File: src/rtl/unsigned_mul_8x8_ha_reduce_pipe_pkg.sv
// ha_reduce_pkg
// Shared constants, the half-adder row record and the row weighting helper
// for the final-reduction stage of the 8x8 approximate multipliers.
package ha_reduce_pkg;

  localparam int NUM_ROWS  = 4;
  localparam int ROW_SHIFT = 2;
  localparam int T_W       = 9;
  localparam int B_W       = 7;
  localparam int ROW_W     = 10;
  localparam int PROD_W    = 16;
  localparam int SUM_W     = 17;
  // Pair sum row_a + (row_b << 2) peaks at 5095, which needs 13 bits.
  localparam int PAIR_W    = ROW_W + ROW_SHIFT + 1;

  typedef struct packed {
    logic [T_W-1:0] t;
    logic [B_W-1:0] b;
  } row_t;

  // Carry bits sit two positions above the top bits of the same row.
  function automatic logic [ROW_W-1:0] row_value(input row_t r);
    return ROW_W'(r.t) + (ROW_W'(r.b) << ROW_SHIFT);
  endfunction

endpackage

File: src/rtl/unsigned_mul_8x8_ha_reduce_pipe_if.sv
// unsigned_mul_8x8_ha_reduce_pipe_if
// Row-set input handshake plus product output handshake.
//   master : upstream/downstream side (drives rows, in_valid, out_ready)
//   slave  : reduction pipe (drives in_ready, out_valid, product, sat)
interface unsigned_mul_8x8_ha_reduce_pipe_if;
  import ha_reduce_pkg::*;

  logic              in_valid;
  logic              in_ready;
  logic [T_W-1:0]    ha_array_0_t;
  logic [T_W-1:0]    ha_array_1_t;
  logic [T_W-1:0]    ha_array_2_t;
  logic [T_W-1:0]    ha_array_3_t;
  logic [B_W-1:0]    ha_array_0_b;
  logic [B_W-1:0]    ha_array_1_b;
  logic [B_W-1:0]    ha_array_2_b;
  logic [B_W-1:0]    ha_array_3_b;
  logic              out_valid;
  logic              out_ready;
  logic [PROD_W-1:0] product;
  logic              sat;

  modport master (
    output in_valid, ha_array_0_t, ha_array_1_t, ha_array_2_t, ha_array_3_t,
           ha_array_0_b, ha_array_1_b, ha_array_2_b, ha_array_3_b, out_ready,
    input  in_ready, out_valid, product, sat
  );

  modport slave (
    input  in_valid, ha_array_0_t, ha_array_1_t, ha_array_2_t, ha_array_3_t,
           ha_array_0_b, ha_array_1_b, ha_array_2_b, ha_array_3_b, out_ready,
    output in_ready, out_valid, product, sat
  );

endinterface

File: src/rtl/unsigned_mul_8x8_ha_reduce_pipe_stage.sv
// ha_reduce_stage
// Generic valid/ready register slice.
//   clk, rst_n          : clock, async active-low reset
//   in_valid/in_ready   : upstream handshake, in_data loaded on accept
//   out_valid/out_ready : downstream handshake, out_data registered
// in_ready depends only on local state and out_ready, never on in_valid.
module ha_reduce_stage #(
  parameter int W = 8
) (
  input  logic         clk,
  input  logic         rst_n,
  input  logic         in_valid,
  output logic         in_ready,
  input  logic [W-1:0] in_data,
  output logic         out_valid,
  input  logic         out_ready,
  output logic [W-1:0] out_data
);

  assign in_ready = !out_valid | out_ready;

  // When the slice is free but nothing arrives, only the valid bit drops;
  // the data register keeps its last contents.
  always_ff @(posedge clk or negedge rst_n) begin
    if (!rst_n) begin
      out_valid <= 1'b0;
      out_data  <= '0;
    end else if (in_ready) begin
      out_valid <= in_valid;
      if (in_valid) out_data <= in_data;
    end
  end

endmodule

File: src/rtl/unsigned_mul_8x8_ha_reduce_pipe.sv
// unsigned_mul_8x8_ha_reduce_pipe
// Weights four half-adder rows by bit position and sums them into a
// saturated 16-bit product through two valid/ready register stages.
//   clk   : clock
//   rst_n : async active-low reset
//   bus   : slave side of the row/product handshake interface
module unsigned_mul_8x8_ha_reduce_pipe
  import ha_reduce_pkg::*;
(
  input  logic                                clk,
  input  logic                                rst_n,
  unsigned_mul_8x8_ha_reduce_pipe_if.slave    bus
);

  logic [ROW_W-1:0]   row_v [NUM_ROWS];
  logic [PAIR_W-1:0]  s01_c;
  logic [PAIR_W-1:0]  s23_c;

  always_comb begin
    row_v[0] = row_value(row_t'{t: bus.ha_array_0_t, b: bus.ha_array_0_b});
    row_v[1] = row_value(row_t'{t: bus.ha_array_1_t, b: bus.ha_array_1_b});
    row_v[2] = row_value(row_t'{t: bus.ha_array_2_t, b: bus.ha_array_2_b});
    row_v[3] = row_value(row_t'{t: bus.ha_array_3_t, b: bus.ha_array_3_b});
  end

  assign s01_c = PAIR_W'(row_v[0]) + (PAIR_W'(row_v[1]) << ROW_SHIFT);
  assign s23_c = PAIR_W'(row_v[2]) + (PAIR_W'(row_v[3]) << ROW_SHIFT);

  logic                    v1;
  logic [2*PAIR_W-1:0]     d1;
  logic                    s2_free;

  ha_reduce_stage #(.W(2*PAIR_W)) u_stage1 (
    .clk      (clk),
    .rst_n    (rst_n),
    .in_valid (bus.in_valid),
    .in_ready (bus.in_ready),
    .in_data  ({s01_c, s23_c}),
    .out_valid(v1),
    .out_ready(s2_free),
    .out_data (d1)
  );

  logic [PAIR_W-1:0]  s01_q;
  logic [PAIR_W-1:0]  s23_q;
  logic [SUM_W-1:0]   sum_c;
  logic               sat_c;
  logic [PROD_W-1:0]  prod_c;

  assign s01_q = d1[2*PAIR_W-1:PAIR_W];
  assign s23_q = d1[PAIR_W-1:0];

  // Pair 2/3 carries row weight 2^4 relative to pair 0/1.
  assign sum_c  = SUM_W'(s01_q) + (SUM_W'(s23_q) << (2*ROW_SHIFT));
  assign sat_c  = sum_c[SUM_W-1];
  assign prod_c = sat_c ? {PROD_W{1'b1}} : sum_c[PROD_W-1:0];

  ha_reduce_stage #(.W(PROD_W+1)) u_stage2 (
    .clk      (clk),
    .rst_n    (rst_n),
    .in_valid (v1),
    .in_ready (s2_free),
    .in_data  ({sat_c, prod_c}),
    .out_valid(bus.out_valid),
    .out_ready(bus.out_ready),
    .out_data ({bus.sat, bus.product})
  );

endmodule

File: src/flat_wrapper.sv
// flat-port wrapper written by rule: the top's interface ports become plain ports
module unsigned_mul_8x8_ha_reduce_pipe_flat import ha_reduce_pkg::*;
  (clk, rst_n, bus_in_valid, bus_ha_array_0_t, bus_ha_array_1_t, bus_ha_array_2_t, bus_ha_array_3_t, bus_ha_array_0_b, bus_ha_array_1_b, bus_ha_array_2_b, bus_ha_array_3_b, bus_out_ready, bus_in_ready, bus_out_valid, bus_product, bus_sat);
  unsigned_mul_8x8_ha_reduce_pipe_if bus_i ();
  input  logic clk;
  input  logic rst_n;
  input wire logic [$bits(bus_i.in_valid)-1:0] bus_in_valid;
  input wire logic [$bits(bus_i.ha_array_0_t)-1:0] bus_ha_array_0_t;
  input wire logic [$bits(bus_i.ha_array_1_t)-1:0] bus_ha_array_1_t;
  input wire logic [$bits(bus_i.ha_array_2_t)-1:0] bus_ha_array_2_t;
  input wire logic [$bits(bus_i.ha_array_3_t)-1:0] bus_ha_array_3_t;
  input wire logic [$bits(bus_i.ha_array_0_b)-1:0] bus_ha_array_0_b;
  input wire logic [$bits(bus_i.ha_array_1_b)-1:0] bus_ha_array_1_b;
  input wire logic [$bits(bus_i.ha_array_2_b)-1:0] bus_ha_array_2_b;
  input wire logic [$bits(bus_i.ha_array_3_b)-1:0] bus_ha_array_3_b;
  input wire logic [$bits(bus_i.out_ready)-1:0] bus_out_ready;
  output wire logic [$bits(bus_i.in_ready)-1:0] bus_in_ready;
  output wire logic [$bits(bus_i.out_valid)-1:0] bus_out_valid;
  output wire logic [$bits(bus_i.product)-1:0] bus_product;
  output wire logic [$bits(bus_i.sat)-1:0] bus_sat;
  assign bus_i.in_valid = bus_in_valid;
  assign bus_i.ha_array_0_t = bus_ha_array_0_t;
  assign bus_i.ha_array_1_t = bus_ha_array_1_t;
  assign bus_i.ha_array_2_t = bus_ha_array_2_t;
  assign bus_i.ha_array_3_t = bus_ha_array_3_t;
  assign bus_i.ha_array_0_b = bus_ha_array_0_b;
  assign bus_i.ha_array_1_b = bus_ha_array_1_b;
  assign bus_i.ha_array_2_b = bus_ha_array_2_b;
  assign bus_i.ha_array_3_b = bus_ha_array_3_b;
  assign bus_i.out_ready = bus_out_ready;
  assign bus_in_ready = bus_i.in_ready;
  assign bus_out_valid = bus_i.out_valid;
  assign bus_product = bus_i.product;
  assign bus_sat = bus_i.sat;
  unsigned_mul_8x8_ha_reduce_pipe u_core (.clk(clk), .rst_n(rst_n), .bus(bus_i));
endmodule
File: config.mk
export PLATFORM = sky130hd
export DESIGN_NAME = unsigned_mul_8x8_ha_reduce_pipe_flat
export DESIGN_NICKNAME = d
export VERILOG_FILES = /design/src/rtl/unsigned_mul_8x8_ha_reduce_pipe_pkg.sv /design/src/rtl/unsigned_mul_8x8_ha_reduce_pipe_if.sv /design/src/rtl/unsigned_mul_8x8_ha_reduce_pipe_stage.sv /design/src/rtl/unsigned_mul_8x8_ha_reduce_pipe.sv /design/src/flat_wrapper.sv
export SDC_FILE = /design/constraint.sdc
export NUM_CORES = 1
export LEC_CHECK = 0
export BUFFER_PORTS_ARGS = -buffer_cell sky130_fd_sc_hd__buf_2
export CAP_MARGIN = 20
export CORE_MARGIN = 5
export CORE_UTILIZATION = 50
export DETAILED_ROUTE_END_ITERATION = 6
export GPL_ROUTABILITY_DRIVEN = 0
export MAX_ROUTING_LAYER = met4
export PLACE_DENSITY_LB_ADDON = 0.3
export SLEW_MARGIN = 20
export SYNTH_ARGS = -nofsm -noshare
export SYNTH_HDL_FRONTEND = slang
export SYNTH_SLANG_ARGS = --single-unit
File: constraint.sdc
create_clock -name clk -period 5.25 [get_ports clk]
set_input_delay 0.2625 -clock clk [delete_from_list [all_inputs] [get_ports clk]]
set_output_delay 0.2625 -clock clk [all_outputs]
set_load 0.005 [all_outputs]
### Word-level counts from Yosys, hierarchy flattened

Index checks and enable logic that the tools add are counted.

| operators by class | value |
|---|---|
| bitwise gates (word level) | 2 |
| mux-type cells | 1 |
| add/sub/neg operators | 7 |
| reduce and logical (&&, ||, !) cells | 4 |

Operators by type and width:

| operator | number |
|---|---|
| 9-bit by 9-bit adder with 10-bit output | 4 |
| 10-bit by 12-bit adder with 13-bit output | 2 |
| 13-bit by 17-bit adder with 17-bit output | 1 |
| 16-bit 2-to-1 mux | 1 |
| 2-bit AND reduction | 2 |
| 1-bit zero test | 2 |
| 1-bit bitwise OR | 2 |

| storage, ports and cells | value |
|---|---|
| output and inout port bits | 19 |
| logic and storage cells | 18 |
| flip-flop bits (word level) | 45 |
| input port bits | 68 |

### Longest topological paths before layout

| depth | value |
|---|---|
| depth after elaboration | 4 |
| gate-level depth with buffers | 14 |
| mapped depth without buffers | 14 |

### By module

Synthesis repeated with hierarchy kept, for this count alone.

| second synthesis, totals | value |
|---|---|
| cells, all modules | 375 |
| area, all modules | 4031.4 um^2 |

Modules (own cells, without submodules):

| module | times used | area an instance (um^2) | cells an instance | sequential area each (um^2) |
|---|---|---|---|---|
| unsigned_mul_8x8_ha_reduce_pipe | 1 | 2202.1 | 278 | 0.0 |
| ha_reduce_stage (u_core.u_stage1) | 1 | 1097.3 | 58 | 675.6 |
| ha_reduce_stage (u_core.u_stage2) | 1 | 732.0 | 39 | 450.4 |

### Worst setup path before layout

OpenSTA, ideal clock, no wires.

| path | value |
|---|---|
| path type | input-to-reg |
| start | in bus_ha_array_3_b[0] |
| end | reg u_core.u_stage1.out_data[11] |
| stages | 13 |
| setup time | 0.133 ns |
| data arrival time | 2.715 ns |
| path slack | 2.402 ns |
| data required time | 5.117 ns |
| path buffers | 0 |
| cell sequence | ha_1 fa_1 nand2_1 nand2_1 a21oi_1 xnor2_1 fa_1 ha_1 o21a_1 o31a_1 o21bai_1 xor2_1 o21ai_0 |

| between the ends | value |
|---|---|
| longest elaborated chain between the ends | 2 |

RTL lines:

| element | line | text |
|---|---|---|
| start, declared | flat_wrapper.sv:15 | `input wire logic [$bits(bus_i.ha_array_3_b)-1:0] bus_ha_array_3_b;` |
| 9-bit by 9-bit adder with 10-bit output | unsigned_mul_8x8_ha_reduce_pipe_pkg.sv:23 | `return ROW_W'(r.t) + (ROW_W'(r.b) << ROW_SHIFT);` |
| 10-bit by 12-bit adder with 13-bit output | unsigned_mul_8x8_ha_reduce_pipe.sv:27 | `assign s23_c = PAIR_W'(row_v[2]) + (PAIR_W'(row_v[3]) << ROW_SHIFT);` |
| end signal, assigned | unsigned_mul_8x8_ha_reduce_pipe_stage.sv:30 | `if (in_valid) out_data <= in_data;` |
| end, declared | unsigned_mul_8x8_ha_reduce_pipe_stage.sv:17 | `output logic [W-1:0] out_data` |

No other way between the ends.
A chain may end at the register's enable or synchronous reset.

### Worst setup path in the final report

Same ends and word-level chain as after synthesis.

==> impl_metrics.py <==
metrics = {
    "placed_design": {
        "io_buffer_count": 86,
        "dp_hpwl_mm": 5.80,
        "placed_cell_area_mm2": 0.00408,
    },
    "yosys": {
        "synthCells": 374,
        "syn_nets": 498,
        "synth_area_mm2": 0.00357,
        "yosysSeqAreaShare": 0.316,
        "synth_flop_cell": "dfrtp_1",
        "netlist-cell-type-count": 48,
        "async_flop_share": 1.00,
        "synth-edff-count": 0,
        "yosys_warnings": 0,
        "synth.ff_latch_count": 45,
        "avgSynthCellArea_um2": 9.54,
    },
    "min_path": {
        "worstHoldEndpoint": "u_core.u_stage1.out_valid$_DFFE_PN0N_",
        "hp-class": "primary input to register",
        "hold_depth": 2,
        "hp-start": "bus_in_valid",
    },
    "cts": {
        "cts_sinks": 45,
        "root_buffer": "clkbuf_8",
        "cts_tree": "built",
        "ctsResizeCount": 0,
        "cts_buffer_depth": 2,
        "post_cts_buffers": 0,
        "cts_buffers": 5,
        "path_clk_slew_ps": 80,
        "ctsHtreeMaxLevel": 2,
        "postCtsHoldBufs": 0,
        "clk_latency_ps": 290,
    },
    "cells_and_area": {
        "area_growth_pct": 17.7,
        "n_antenna_cell": 0,
        "finalNetCount": 584,
        "multiInputGateArea_mm2": 0.00230,
        "final_area_mm2": 0.00420,
        "seqCellArea_mm2": 0.00113,
        "final_common_cell": "buf_2",
        "nFillCells": 628,
        "drive_above_1_share": 0.237,
        "final_cell_mix": "buf_2 (85), dfrtp_1 (45), nor2_1 (39)",
    },
    "die": {
        "dieArea_mm2": 0.00892,
        "die_x_um": 94.5,
        "io_pins": 87,
        "start_util": 0.519,
        "row_count": 30,
        "core_area_mm2": 0.00687,
        "fp.dieH_um": 94.5,
    },
    "routing": {
        "via_per_inst": 5.19,
        "initialDrtViolationCount": 80,
        "firstDrtPassIters": 4,
        "drt_drc_violations_left": 0,
        "routed_wl_mm": 6.95,
        "ant_nets": 0,
        "wl_per_cell_um": 12.5,
        "routed-via-count": 2885,
    },
    "timing": {
        "rsz0062_at_grt": "false",
        "slew_violations": 0,
        "fmax_mhz": 352,
        "finClkSkew_ps": 6.40,
        "setup_tns_ps": 0,
        "finalCriticalPeriod_ps": 2840,
        "finalCritPeriodShare": 0.541,
        "slew_headroom": 0.472,
        "tightest_slew_ps": 792,
        "hold_violations": 0,
        "setup_viol": 0,
    },
    "setup_path": {
        "cp.arrival_ps": 3000,
        "regToRegStartpoint": "u_core.u_stage1.out_data[0]$_DFFE_PN0P_",
        "r2r_end": "u_core.u_stage2.out_data[10]$_DFFE_PN0P_",
        "cp_max_fo": 3,
        "worstSetupStartpointType": "primary input",
        "cpPeakStageDelay_ps": 440,
        "rrSetupSlack_ps": 2650,
        "endpoint_kind": "register",
        "cp_slowest_cell": "fa_1",
        "crit_chain": "buf_2 -> ha_1 -> fa_1 -> xor2_1 -> fa_1 -> ha_1 -> o21ai_0 -> a21oi_1 -> o31a_1 -> o21bai_1 -> xor2_1 -> o21ai_0",
        "path_class": "primary input to register",
        "critPathRequiredTime_ps": 5400,
        "ff2ff_path_depth": 9,
    },
    "global_routing": {
        "grt_overflow_total": 0,
        "antenna_found_initial": 0,
        "grt_pass1_wl_mm": 12.0,
        "grt_pass1_vias": 2877,
        "grt_max_degree": 46,
        "grtUsageTotal": 0.171,
    },
    "pwr": {
        "cellLeakagePower_nw": 2.02,
        "p_per_area_mw_per_mm2": 425,
        "peakVddDrop_mv": 0.146,
    },
    "run_status": {
        "status": "completed",
    },
    "job": {
        "drv_cap": 0,
    },
}
## power by group
group | switching (mW) | internal (mW) | total (mW)
sequential | 0.0831 | 0.480 | 0.563
combinational | 0.511 | 0.464 | 0.975
clock | 0.107 | 0.138 | 0.246
total | 0.701 | 1.08 | 1.78
## cell families (layout without fill, tap and decap cells)
kind of cell | count (synthesis) | count (layout) | share of synthesized area
buf+inv | 35 | 121 | 0.0393
xor+xnor | 27 | 27 | 0.0663
compound gates | 102 | 102 | 0.185
fa+ha+maj | 56 | 56 | 0.236
mux | 9 | 9 | 0.0281
flops | 45 | 45 | 0.316
simple gates | 100 | 100 | 0.129
## layout make-up
type	count	share of cell area
clock buffer	5	0.0164
tap	96	0.0286
timing repair buffer	88	0.107
clock inverter	2	0.00834
sequential	45	0.268
inverter	26	0.0232
multi-input combinational	294	0.548
## sequential cells by signal, summed over array words and instances, names as in the netlist
name / flops
u_core.u_stage1.out_data: 26
u_core.u_stage1.out_valid: 1
u_core.u_stage2.out_data: 17
u_core.u_stage2.out_valid: 1
## per-layer routing
layer | routed length (µm) | GRT usage | part of all wire
met1 | 3200 | 0.215 | 0.46
met2 | 3280 | 0.289 | 0.47
met3 | 391 | 0.0255 | 0.056
met4 | 80 | 0.0445 | 0.012
met5 | 0 | - | 0
## stage by stage
step	power (mW)	hold WS, ps	worst slack (ps)	utilization	instances
final	1.78	169	2410	0.611	556
after global routing	1.96	172	2180	0.611	556
after CTS	1.81	150	2410	0.609	555
after detailed placement	1.55	465	2080	0.594	548
after global placement	1.51	459	2210	0.594	548
after floorplan	1.30	-33.1	2400	-	374
## synthesized netlist by cell type, types with 2 or more instances
master / number / area, µm²
o21bai_1: 4 / 30.0
nand2b_1: 9 / 56.3
o41ai_1: 2 / 17.5
o21ai_0: 31 / 155
mux2_2: 8 / 90.1
o31ai_1: 2 / 15.0
dfrtp_1: 45 / 1130
o31a_1: 3 / 26.3
a211oi_1: 5 / 37.5
clkbuf_1: 7 / 26.3
nand3b_1: 2 / 15.0
fa_1: 19 / 380
a21oi_1: 23 / 115
o21a_1: 5 / 37.5
xnor2_1: 16 / 140
inv_1: 26 / 97.6
a31oi_1: 12 / 75.1
nor3_1: 3 / 15.0
nor2_1: 39 / 146
xor2_1: 11 / 96.3
ha_1: 37 / 463
nand2_1: 32 / 120
and2_1: 2 / 12.5
nor2b_1: 2 / 12.5
a21o_1: 6 / 45.0
## how the worst max path moves through the flow
stage / startpoint / end
global route: bus_ha_array_3_b[0] / u_core.u_stage1.out_data[11]$_DFFE_PN0P_
CTS: bus_ha_array_3_b[0] / u_core.u_stage1.out_data[11]$_DFFE_PN0P_
floorplan: bus_ha_array_3_b[0] / u_core.u_stage1.out_data[11]$_DFFE_PN0P_
global placement: bus_ha_array_3_b[0] / u_core.u_stage1.out_data[11]$_DFFE_PN0P_
detailed placement: bus_ha_array_3_b[0] / u_core.u_stage1.out_data[11]$_DFFE_PN0P_
finish: bus_ha_array_3_b[0] / u_core.u_stage1.out_data[11]$_DFFE_PN0P_
## critical path, delay by kind of cell
kind | cells | cell delay [ps]
compound gates | 5 | 900
buf+inv | 1 | 100
fa+ha+maj | 4 | 1420
xor+xnor | 2 | 330
No activity file was read; power rests on OpenSTA's default activity.
